File: config.mk
export PLATFORM = sky130hd
export DESIGN_NAME = operand_fetch
export DESIGN_NICKNAME = d
export VERILOG_FILES = /design/src/rtl/operand_fetch.sv
export SDC_FILE = /design/constraint.sdc
export NUM_CORES = 1
export LEC_CHECK = 0
export ABC_AREA = 1
export CAP_MARGIN = 15
export CORE_MARGIN = 2
export CORE_UTILIZATION = 30
export CTS_CLUSTER_SIZE = 28
export DETAILED_ROUTE_END_ITERATION = 10
export HOLD_SLACK_MARGIN = 0.02
export PLACE_DENSITY = 0.6
export SETUP_SLACK_MARGIN = 0.05
export SYNTH_ARGS = -nofsm -noshare
export SYNTH_HDL_FRONTEND = slang
export SYNTH_SLANG_ARGS = --single-unit
File: constraint.sdc
create_clock -name clk -period 2.2 [get_ports clk]
set_clock_uncertainty 0.15 [all_clocks]
set_input_delay 0.44 -clock clk [delete_from_list [all_inputs] [get_ports clk]]
set_output_delay 0.44 -clock clk [all_outputs]
set_load 0.02 [all_outputs]
File: src/rtl/operand_fetch.sv
// ----------------------------------------------------------------------------
// operand_fetch
// Owns the single port of a 32x32 register file. Writebacks and source-operand
// reads share the port: writebacks are taken only in IDLE and win over a new
// decoded instruction offered in the same cycle. An accepted instruction reads
// rs1 (RD1), then rs2 (RD2) if needed, and presents both operands to execute
// (OUT) until op_ready_i. Register x0 always reads 0 and writes to it are dropped.
//
// Optional build macro: OPERAND_FETCH_X0_SKIP_EN
//   defined   - read states whose index is 0 are skipped (operand loaded with 0)
//   undefined - every read state is visited, x0 reads are forced to 0
//
// Ports:
//   clk, rst_n                 clock, synchronous active-low reset
//   dec_valid_i / dec_ready_o  decoded instruction handshake
//   rs1_i, rs2_i, use_rs2_i    source indices, rs2 needed flag
//   wb_valid_i / wb_ready_o    writeback handshake
//   wb_rd_i, wb_data_i         writeback destination and data
//   rf_regno_o, rf_write_o     register file index / write enable
//   rf_wdata_o, rf_rdata_i     register file write / read data
//   op_valid_o / op_ready_i    operand handshake to execute
//   op_a_o, op_b_o             rs1 / rs2 values
// ----------------------------------------------------------------------------
module operand_fetch #(
    parameter int unsigned XLEN    = 32,
    parameter int unsigned REGNO_W = 6
) (
    input  logic               clk,
    input  logic               rst_n,
    input  logic               dec_valid_i,
    output logic               dec_ready_o,
    input  logic [4:0]         rs1_i,
    input  logic [4:0]         rs2_i,
    input  logic               use_rs2_i,
    input  logic               wb_valid_i,
    output logic               wb_ready_o,
    input  logic [4:0]         wb_rd_i,
    input  logic [XLEN-1:0]    wb_data_i,
    output logic [REGNO_W-1:0] rf_regno_o,
    output logic               rf_write_o,
    output logic [XLEN-1:0]    rf_wdata_o,
    input  logic [XLEN-1:0]    rf_rdata_i,
    output logic               op_valid_o,
    input  logic               op_ready_i,
    output logic [XLEN-1:0]    op_a_o,
    output logic [XLEN-1:0]    op_b_o
);

    localparam logic [1:0] IDLE = 2'd0;
    localparam logic [1:0] RD1  = 2'd1;
    localparam logic [1:0] RD2  = 2'd2;
    localparam logic [1:0] OUT  = 2'd3;

    logic [1:0]      state_q, state_d;
    logic [4:0]      rs1_q, rs1_d;
    logic [4:0]      rs2_q, rs2_d;
    logic            use_rs2_q, use_rs2_d;
    logic [XLEN-1:0] op_a_q, op_a_d;
    logic [XLEN-1:0] op_b_q, op_b_d;

    always_comb begin
        state_d     = state_q;
        rs1_d       = rs1_q;
        rs2_d       = rs2_q;
        use_rs2_d   = use_rs2_q;
        op_a_d      = op_a_q;
        op_b_d      = op_b_q;
        dec_ready_o = 1'b0;
        wb_ready_o  = 1'b0;
        rf_write_o  = 1'b0;
        rf_regno_o  = '0;
        rf_wdata_o  = wb_data_i;

        case (state_q)
            IDLE: begin
                wb_ready_o  = 1'b1;
                dec_ready_o = !wb_valid_i;
                if (wb_valid_i) begin
                    rf_regno_o = REGNO_W'(wb_rd_i);
                    rf_write_o = (wb_rd_i != 5'd0);
                end
                if (dec_valid_i && !wb_valid_i) begin
                    rs1_d     = rs1_i;
                    rs2_d     = rs2_i;
                    use_rs2_d = use_rs2_i;
`ifdef OPERAND_FETCH_X0_SKIP_EN
                    if (rs1_i != 5'd0) begin
                        state_d = RD1;
                    end else begin
                        op_a_d = '0;
                        if (use_rs2_i && (rs2_i != 5'd0)) begin
                            state_d = RD2;
                        end else begin
                            op_b_d  = '0;
                            state_d = OUT;
                        end
                    end
`else
                    state_d = RD1;
`endif
                end
            end
            RD1: begin
                rf_regno_o = REGNO_W'(rs1_q);
                // The file itself may hold anything at index 0
                op_a_d     = (rs1_q == 5'd0) ? '0 : rf_rdata_i;
`ifdef OPERAND_FETCH_X0_SKIP_EN
                if (use_rs2_q && (rs2_q != 5'd0)) begin
`else
                if (use_rs2_q) begin
`endif
                    state_d = RD2;
                end else begin
                    op_b_d  = '0;
                    state_d = OUT;
                end
            end
            RD2: begin
                rf_regno_o = REGNO_W'(rs2_q);
                op_b_d     = (rs2_q == 5'd0) ? '0 : rf_rdata_i;
                state_d    = OUT;
            end
            OUT: begin
                if (op_ready_i) begin
                    state_d = IDLE;
                end
            end
            default: state_d = IDLE;
        endcase

        // No port activity or handshakes while reset is asserted
        if (!rst_n) begin
            dec_ready_o = 1'b0;
            wb_ready_o  = 1'b0;
            rf_write_o  = 1'b0;
            rf_regno_o  = '0;
        end
    end

    always_ff @(posedge clk) begin
        if (!rst_n) begin
            state_q   <= IDLE;
            rs1_q     <= '0;
            rs2_q     <= '0;
            use_rs2_q <= 1'b0;
            op_a_q    <= '0;
            op_b_q    <= '0;
        end else begin
            state_q   <= state_d;
            rs1_q     <= rs1_d;
            rs2_q     <= rs2_d;
            use_rs2_q <= use_rs2_d;
            op_a_q    <= op_a_d;
            op_b_q    <= op_b_d;
        end
    end

    assign op_valid_o = (state_q == OUT);
    assign op_a_o     = op_a_q;
    assign op_b_o     = op_b_q;

endmodule

**Yosys cells after proc, flatten, opt, wreduce, memory -nomap -nowiden**

Index checks and enable logic that the tools add are counted.

- Multiplexer cells: 18
- Eq/ne operators: 6
- Reductions and logical operators: 10

Operator list:

| cell | count |
|---|---|
| 32-bit 2-to-1 mux | 3 |
| 32-bit case mux with 2 select lines | 1 |
| 5-bit case mux with 3 select lines | 1 |
| 5-bit logical NOT | 2 |
| 1-bit 2-to-1 mux | 8 |
| 2-bit case mux with 4 select lines | 1 |
| 6-bit 2-to-1 mux | 1 |
| 2-bit AND reduction | 3 |
| 5-bit 2-to-1 mux | 1 |
| 5-bit nonzero test | 1 |
| 2-bit == test (second input constant) | 2 |
| 2-bit 2-to-1 mux | 2 |
| 2-bit inequality test (second input constant) | 2 |
| 2-bit by 1-bit == test with 1-bit output (second input constant) | 1 |
| 2-bit logical NOT | 1 |
| 2-bit by 1-bit inequality test with 1-bit output (second input constant) | 1 |
| 2-bit nonzero test | 1 |
| 1-bit logical AND | 1 |
| 1-bit logical NOT | 1 |

- Input port bits: 85
- Word-level logic and storage cells: 40
- Register bits after elaboration: 77
- Output and inout bits: 106

**Logic depth before layout (Yosys ltp)**

Gate-level depths: netlist (run 1).

- Depth in word-level cells: 4
- Depth in mapped cells: 8
- Mapped depth without buffers: 7

**Worst setup path before layout (run 1)**

No wires, ideal clock.

- Kind: register to output
- Start point: register state_q[1]
- End point: output port rf_regno_o[2]
- Arrival time: 1,408 ps
- Cell stages (with the launch flop): 6
- Setup slack: 202 ps
- Cells stage by stage: dfxtp_1 -> inv_1 -> ha_1 -> clkbuf_1 -> nand2_1 -> a31oi_1

- Word-level cells in the longest chain between the ends: 3
- Elaborated cells between the ends (all ways): 5
- Those cells by class: eq/ne (2); mux (2); reduce/logical (1)

RTL lines:

| what | line | text |
|---|---|---|
| start: declaration | 54 | `logic [1:0] state_q, state_d;` |
| start signal: assignment | 149 | `state_q <= state_d;` |
| 2-bit == test (tied with other cells) | 74 | `case (state_q)` |
| 5-bit case mux with 3 select lines (*) | 74 |  |
| 6-bit 2-to-1 mux (*) | 132 | `if (!rst_n) begin` |
| end: declaration | 39 | `output logic [REGNO_W-1:0] rf_regno_o,` |

Mark *: on every way between the ends. The rest lies on a longest branch, timed or not.

**Worst setup path after layout (run 1)**

- Start point: register state_q[0]
- End point: output port rf_regno_o[2]

Same word-level chain as after synthesis.

==> results of run 1 <==
-- repair_timing --
item | in CTS | in global routing
setup endpoints to repair | 9 | 9
setup buffers | 1 | 0
gates cloned | 0 | 0
gates resized for setup | 32 | 18
pin swaps | 0 | 2
-- critical path, delay by kind of cell (launching register included) --
kind / cells / cell delay, ps
flops: 1 / 380
simple gates: 1 / 260
fa+ha+maj: 1 / 220
buf+inv: 1 / 190
compound gates: 1 / 150
-- layer usage --
metal / part of all wire / vias up / global-route usage
met3: 0.050 / 24 / 0.0311
met5: 0 / - / 0
met1: 0.45 / 1492 / 0.180
met4: 0.019 / 0 / 0.0797
met2: 0.48 / 92 / 0.262
li1: - / 1757 / -
-- path summary, 6_finish.rpt --
check / from / endpoint / slack [ps] / cells after the start
max: state_q[0] / rf_regno_o[2] / 80 / 4
min: rst_n / state_q[0] / 300 / 4
max reg2reg: state_q[0] / op_b_o[0] / 310 / 9
min reg2reg: rs1_q[0] / rs1_q[0] / 330 / 2
-- placed cells by master (no fill, tap or decap), types with 2 or more instances in the layout --
master,synthesis,layout
clkbuf_16,0,9
buf_2,22,3
o21ai_1,28,28
dlygate4sd2_1,0,3
inv_1,55,52
dfxtp_1,77,75
clkbuf_1,7,2
inv_6,0,2
buf_4,36,22
dfxtp_4,0,2
o22ai_2,0,2
a21oi_1,77,77
clkinvlp_4,0,2
nand3_1,6,6
nor2_1,16,16
inv_2,2,3
bufinv_16,0,2
clkdlybuf4s50_1,0,115
o21ai_0,48,48
ha_1,6,3
a31oi_1,2,2
nand4_1,3,3
ha_4,0,3
nand2_1,110,109
-- cell families after synthesis --
group           share of synthesized area
buf+inv                             0.175
other cells                       0.00105
simple gates                        0.151
compound gates                      0.222
flops                               0.430
fa+ha+maj                          0.0210
-- layout make-up --
cell class,instances,area share
tap,143,0.0350
clock inverter,5,0.0164
multi-input combinational,302,0.287
clock buffer,11,0.0455
inverter,57,0.0433
sequential,77,0.303
timing repair buffer,145,0.270
-- registers in the layout, indices dropped and copies added, names as in the netlist --
name and cells:
op_a_o 32, op_b_o 32, rs1_q 5, rs2_q 5
state_q 2, use_rs2_q 1
-- power by group through the flow --
stage          Sequential [W]  Combinational [W]  Clock [W]
2_1_floorplan         0.00250            0.00162          0
3_3_place_gp          0.00207            0.00329          0
3_5_place_dp          0.00208            0.00334          0
4_1_cts               0.00206            0.00334    0.00163
5_1_grt               0.00215            0.00368    0.00170
6_report              0.00208            0.00335    0.00158
-- metrics by stage --
step / util / setup WS (ps) / instance area, um^2 / setup TNS [ps]
floorplan: - / 202 / 3580 / 0
global placement: 0.413 / -316 / 4750 / -1740
detailed placement: 0.413 / -318 / 4750 / -1820
CTS: 0.439 / 7.81 / 5060 / 0
global route: 0.444 / 27.6 / 5120 / 0
finish: 0.444 / 82.2 / 5120 / 0
==> results.md, run 1 <==
- Maximum root-to-sink buffer count: 2
- Syn-to-layout area delta: 42.9%
- Endpoints failing hold: 0
- Crit path kind: reg -> out
- Combinational Power Share: 0.478
- Layout cells sized above 1: 0.0938
- Die area: 12,800 um^2
- Gr usage total: 0.153
- Footprint of the multi-input gates: approximately 1500 um^2
- Routability Congestion: approximately 0.87
- Final Cycle Share: 0.963
- Initial antenna violation count: 0
- Netlist cell types: 20
- FF+latch count, synth: 77
- Port bufs: roughly 130
- Most numerous cell in the Yosys netlist: nand2_1
- H-tree depth: 3
- Root Driver: clkbuf_16
- Slew of the pin with the lowest slew margin: 686 ps
- Synth warnings: 0
- DRC: 0
- LEAKAGE: 2.20 nW
- FF+latch area: 1550 um^2
- Die Y: about 110 um
- RSZ-0062 raised after global routing: yes
- Routed vias: 3,365
- Synth top area cells: dfxtp_1, nand2_1, a21oi_1
- Switching fraction of total power: 0.398
- Avg Inst Size Synth: 7.14 um^2
- Detail Placement HPWL: about 6600 um
- Final wirelength: 9770 um
- Synth Flop Type: dfxtp_1
- Status: finished, final reports clean
- Final min period: 2120 ps
- Inst Count DP: 723
- Drt via density: between 4 and 5
- Pwr dens: around 1400 nW/um^2
- DR iter-0 viols: 140
- Slew HR: 0.543
- Most frequent cells after synthesis: nand2_1, a21oi_1, dfxtp_1
- Synth Cell Area: roughly 3600 um^2
- Max_cap viols: 0
- Critical path's largest stage delay: 380 ps
- Reg clk slew, reported paths: ~60 ps
- Slew Limit Fails: 0
- Layout net count: 683
- Internal Power: 0.00422 W
- Core Area: 11,500 um^2
- Ant. Diodes: 0
- Tot Pwr: 0.00702 W
- Sequential power share: 0.297
- Largest net degree at the start of global routing: 77
- CTS Sinks: 77
- Initial core utilization: 0.311
- # fillers: 1,200
- Worst EP arrival: 1530 ps
- Clk Latency, worst-skew pair: 330 ps
- Fin Hold WS: roughly 300 ps
- Number of setup violations in the final report: 0
- CP cell instances: ha_1 -> or2_4 -> a31oi_1 -> buf_2
- Std cell rows: 39
- Grt ovf: 0
- Hold WC Path Type: in -> reg
- VDD IR max: approximately 0.68 mV
- Crit-path max FO: 6
- Crit end category: primary output
- Cells after Synth: 502
- Slowest CP cell: dfxtp_4
- Fin cells: 740
- Total CTS buffers: 9
- Sequential share of the synthesized area: 0.430
- Post-Syn Nets: 593
- CTS tree: done
- Sw Pwr: ~0.0028 W
- Post-synth EDFFs: 0
- Wire per inst: roughly 13 um
- Critical Path RT: around 1600 ps
- Synth top area share: 0.430
- DRT antenna net count: 0
- First-pass GRT wire length: 15,700 um
- Maximum clock frequency: 472 MHz
- Worst Setup Start Kind: register
- Drt pass-1 iters: 5
- Vias in the first global route: 3,286
- Yosys top cell by area: dfxtp_1
- Hold buffers post-CTS: 0
- I/O pins: 191
- Die outline width: 113 um
- Clock Power Share: 0.225
- Share of synthesized registers carrying an async set or reset: 0
Power figures use the tool's default switching activity.
==> inputs of run 2 (changes only) <==
Clock period 2.2 ns to 2.41 ns, I/O delays scaled along.
==> results.md, run 2 (synthesized netlist as in run 1, its figures left out) <==
- Layout net count: 675
- Highest routed layer: met4
- Gates resized, CTS repair: 23
- Die area: 12,800 um^2
- R2R setup slack: about 300 ps
- Root Driver: clkbuf_16
- Max_cap viols: 0
- Final Cycle Share: 0.963
- Endpoints failing hold: 0
- R2R cell count: 7
- Final wirelength: between 9000 and 10,000 um
- Slowest CP cell: dfxtp_2
- Crit-path max FO: 6
- I/O pins: between 150 and 200
- Worst Setup Start Kind: register
- Final min period: 2320 ps
- Slew HR: 0.550
- Critical Path RT: 1780 ps
- DR iter-0 viols: 130
- Worst EP arrival: 1690 ps
- Status: finished, final reports clean
- Clk Latency, worst-skew pair: 330 ps
- Syn-to-layout area delta: 38.2%
- DRT antenna net count: 0
- Crit end category: primary output
- First-pass GRT wire length: 15,600 um
- Drt via density: 4.56
- Grt ovf: 0
- Initial antenna violation count: 0
- DR WL met2: 4690 um
- Routed vias: 3,337
- Fin cells: 732
- Met1 WL: 4260 um
- Ant. Diodes: 0
- Most frequent cells in the layout: clkdlybuf4s50_1, nand2_1, a21oi_1
- VDD IR max: 0.574 mV
- H-tree depth: 3
- Reg clk slew, reported paths: ~60 ps
- CTS tree: done
- Hold WC Path Type: in -> reg
- DRC: 0
- Wire per inst: about 13 um
- CP cell instances: ha_1 -> or2_2 -> nor2_1 -> clkdlybuf4s15_2
- Hold buffers post-CTS: 0
- # fillers: 1,230
- Pwr dens: 1210 nW/um^2
- Slew Limit Fails: 0
- LEAKAGE: 2.12 nW
- Die outline width: 113 um
- Crit path kind: reg -> out
- Vias in the first global route: 3,197
- Initial core utilization: 0.311
- RSZ-0062 raised after global routing: yes
- Die Y: 113 um
- Core Area: 11,500 um^2
- Detail Placement HPWL: 6650 um
- Port bufs: 125
- CTS Sinks: 77
- Maximum root-to-sink buffer count: 2
- Setup Fix Bufs, Post-CTS: 0
- Hold Path Stages: 3
- Commonest non-fill, non-tap cell in the layout: clkdlybuf4s50_1
- Std cell rows: 39
- Total CTS buffers: 9
- Drt pass-1 iters: 4
- Maximum clock frequency: 431 MHz
- Met3 wire len: about 550 um
- Inst Count DP: 716
- Worst Slack Setup Final: 89.1 ps
- Critical path's largest stage delay: 370 ps
- Gr usage total: 0.153
- Largest net degree at the start of global routing: a little under 80
- Pre-CTS WS: -177 ps
- Number of setup violations in the final report: 0
- Layout cells sized above 1: 0.0730
- Routability Congestion: 0.864
- Slew of the pin with the lowest slew margin: around 670 ps
- Setup TNS: 0 ps
-- run 2: worst max-delay path: cells and delay by family (launching register included) --
| family | cells | cell delay, ps |
|---|---|---|
| fa+ha+maj | 1 | 210 |
| buf+inv | 1 | 280 |
| flops | 1 | 370 |
| simple gates | 2 | 500 |
-- run 2: where the power goes --
part | switching (W) | leakage (nW) | internal, W
sequential | 0.000216 | 0.633 | 0.00168
combinational | 0.00174 | 1.37 | 0.00114
clock | 0.000528 | 0.120 | 0.000693
total | 0.00249 | 2.12 | 0.00351
-- run 2: path summary, 6_finish.rpt --
| kind | to | startpoint |
|---|---|---|
| worst max-delay path | rf_regno_o[0] | state_q[0] |
| worst min-delay path | state_q[0] | rst_n |
| worst max register to register | op_b_o[0] | state_q[0] |
| worst min register to register | rs1_q[3] | rs1_q[3] |
-- run 2: per-stage QoR --
step | utilization | power (W) | instance area (um^2) | hold slack [ps]
after CTS | 0.431 | 0.00608 | 4960 | 246
final | 0.430 | 0.00599 | 4950 | 261
after global placement | 0.407 | 0.00480 | 4690 | 321
after global routing | 0.430 | 0.00646 | 4950 | 260
after detailed placement | 0.407 | 0.00484 | 4690 | 321
after floorplan | - | 0.00376 | 3580 | 294
-- run 2: final cells by class --
cell class	count	area (um^2)	area share
Clock buffer	10	229	0.0462
Timing Repair Buffer	137	1320	0.266
Clock inverter	6	40.0	0.00809
Multi-Input combinational cell	302	1430	0.289
Sequential cell	77	1540	0.312
Inverter	57	214	0.0432
Tap cell	143	179	0.0361
-- run 2: metal layers --
layer,vias up,track usage
met5,-,0
met1,1476,0.182
met3,24,0.0418
met2,101,0.260
li1,1736,-
met4,0,0.0610
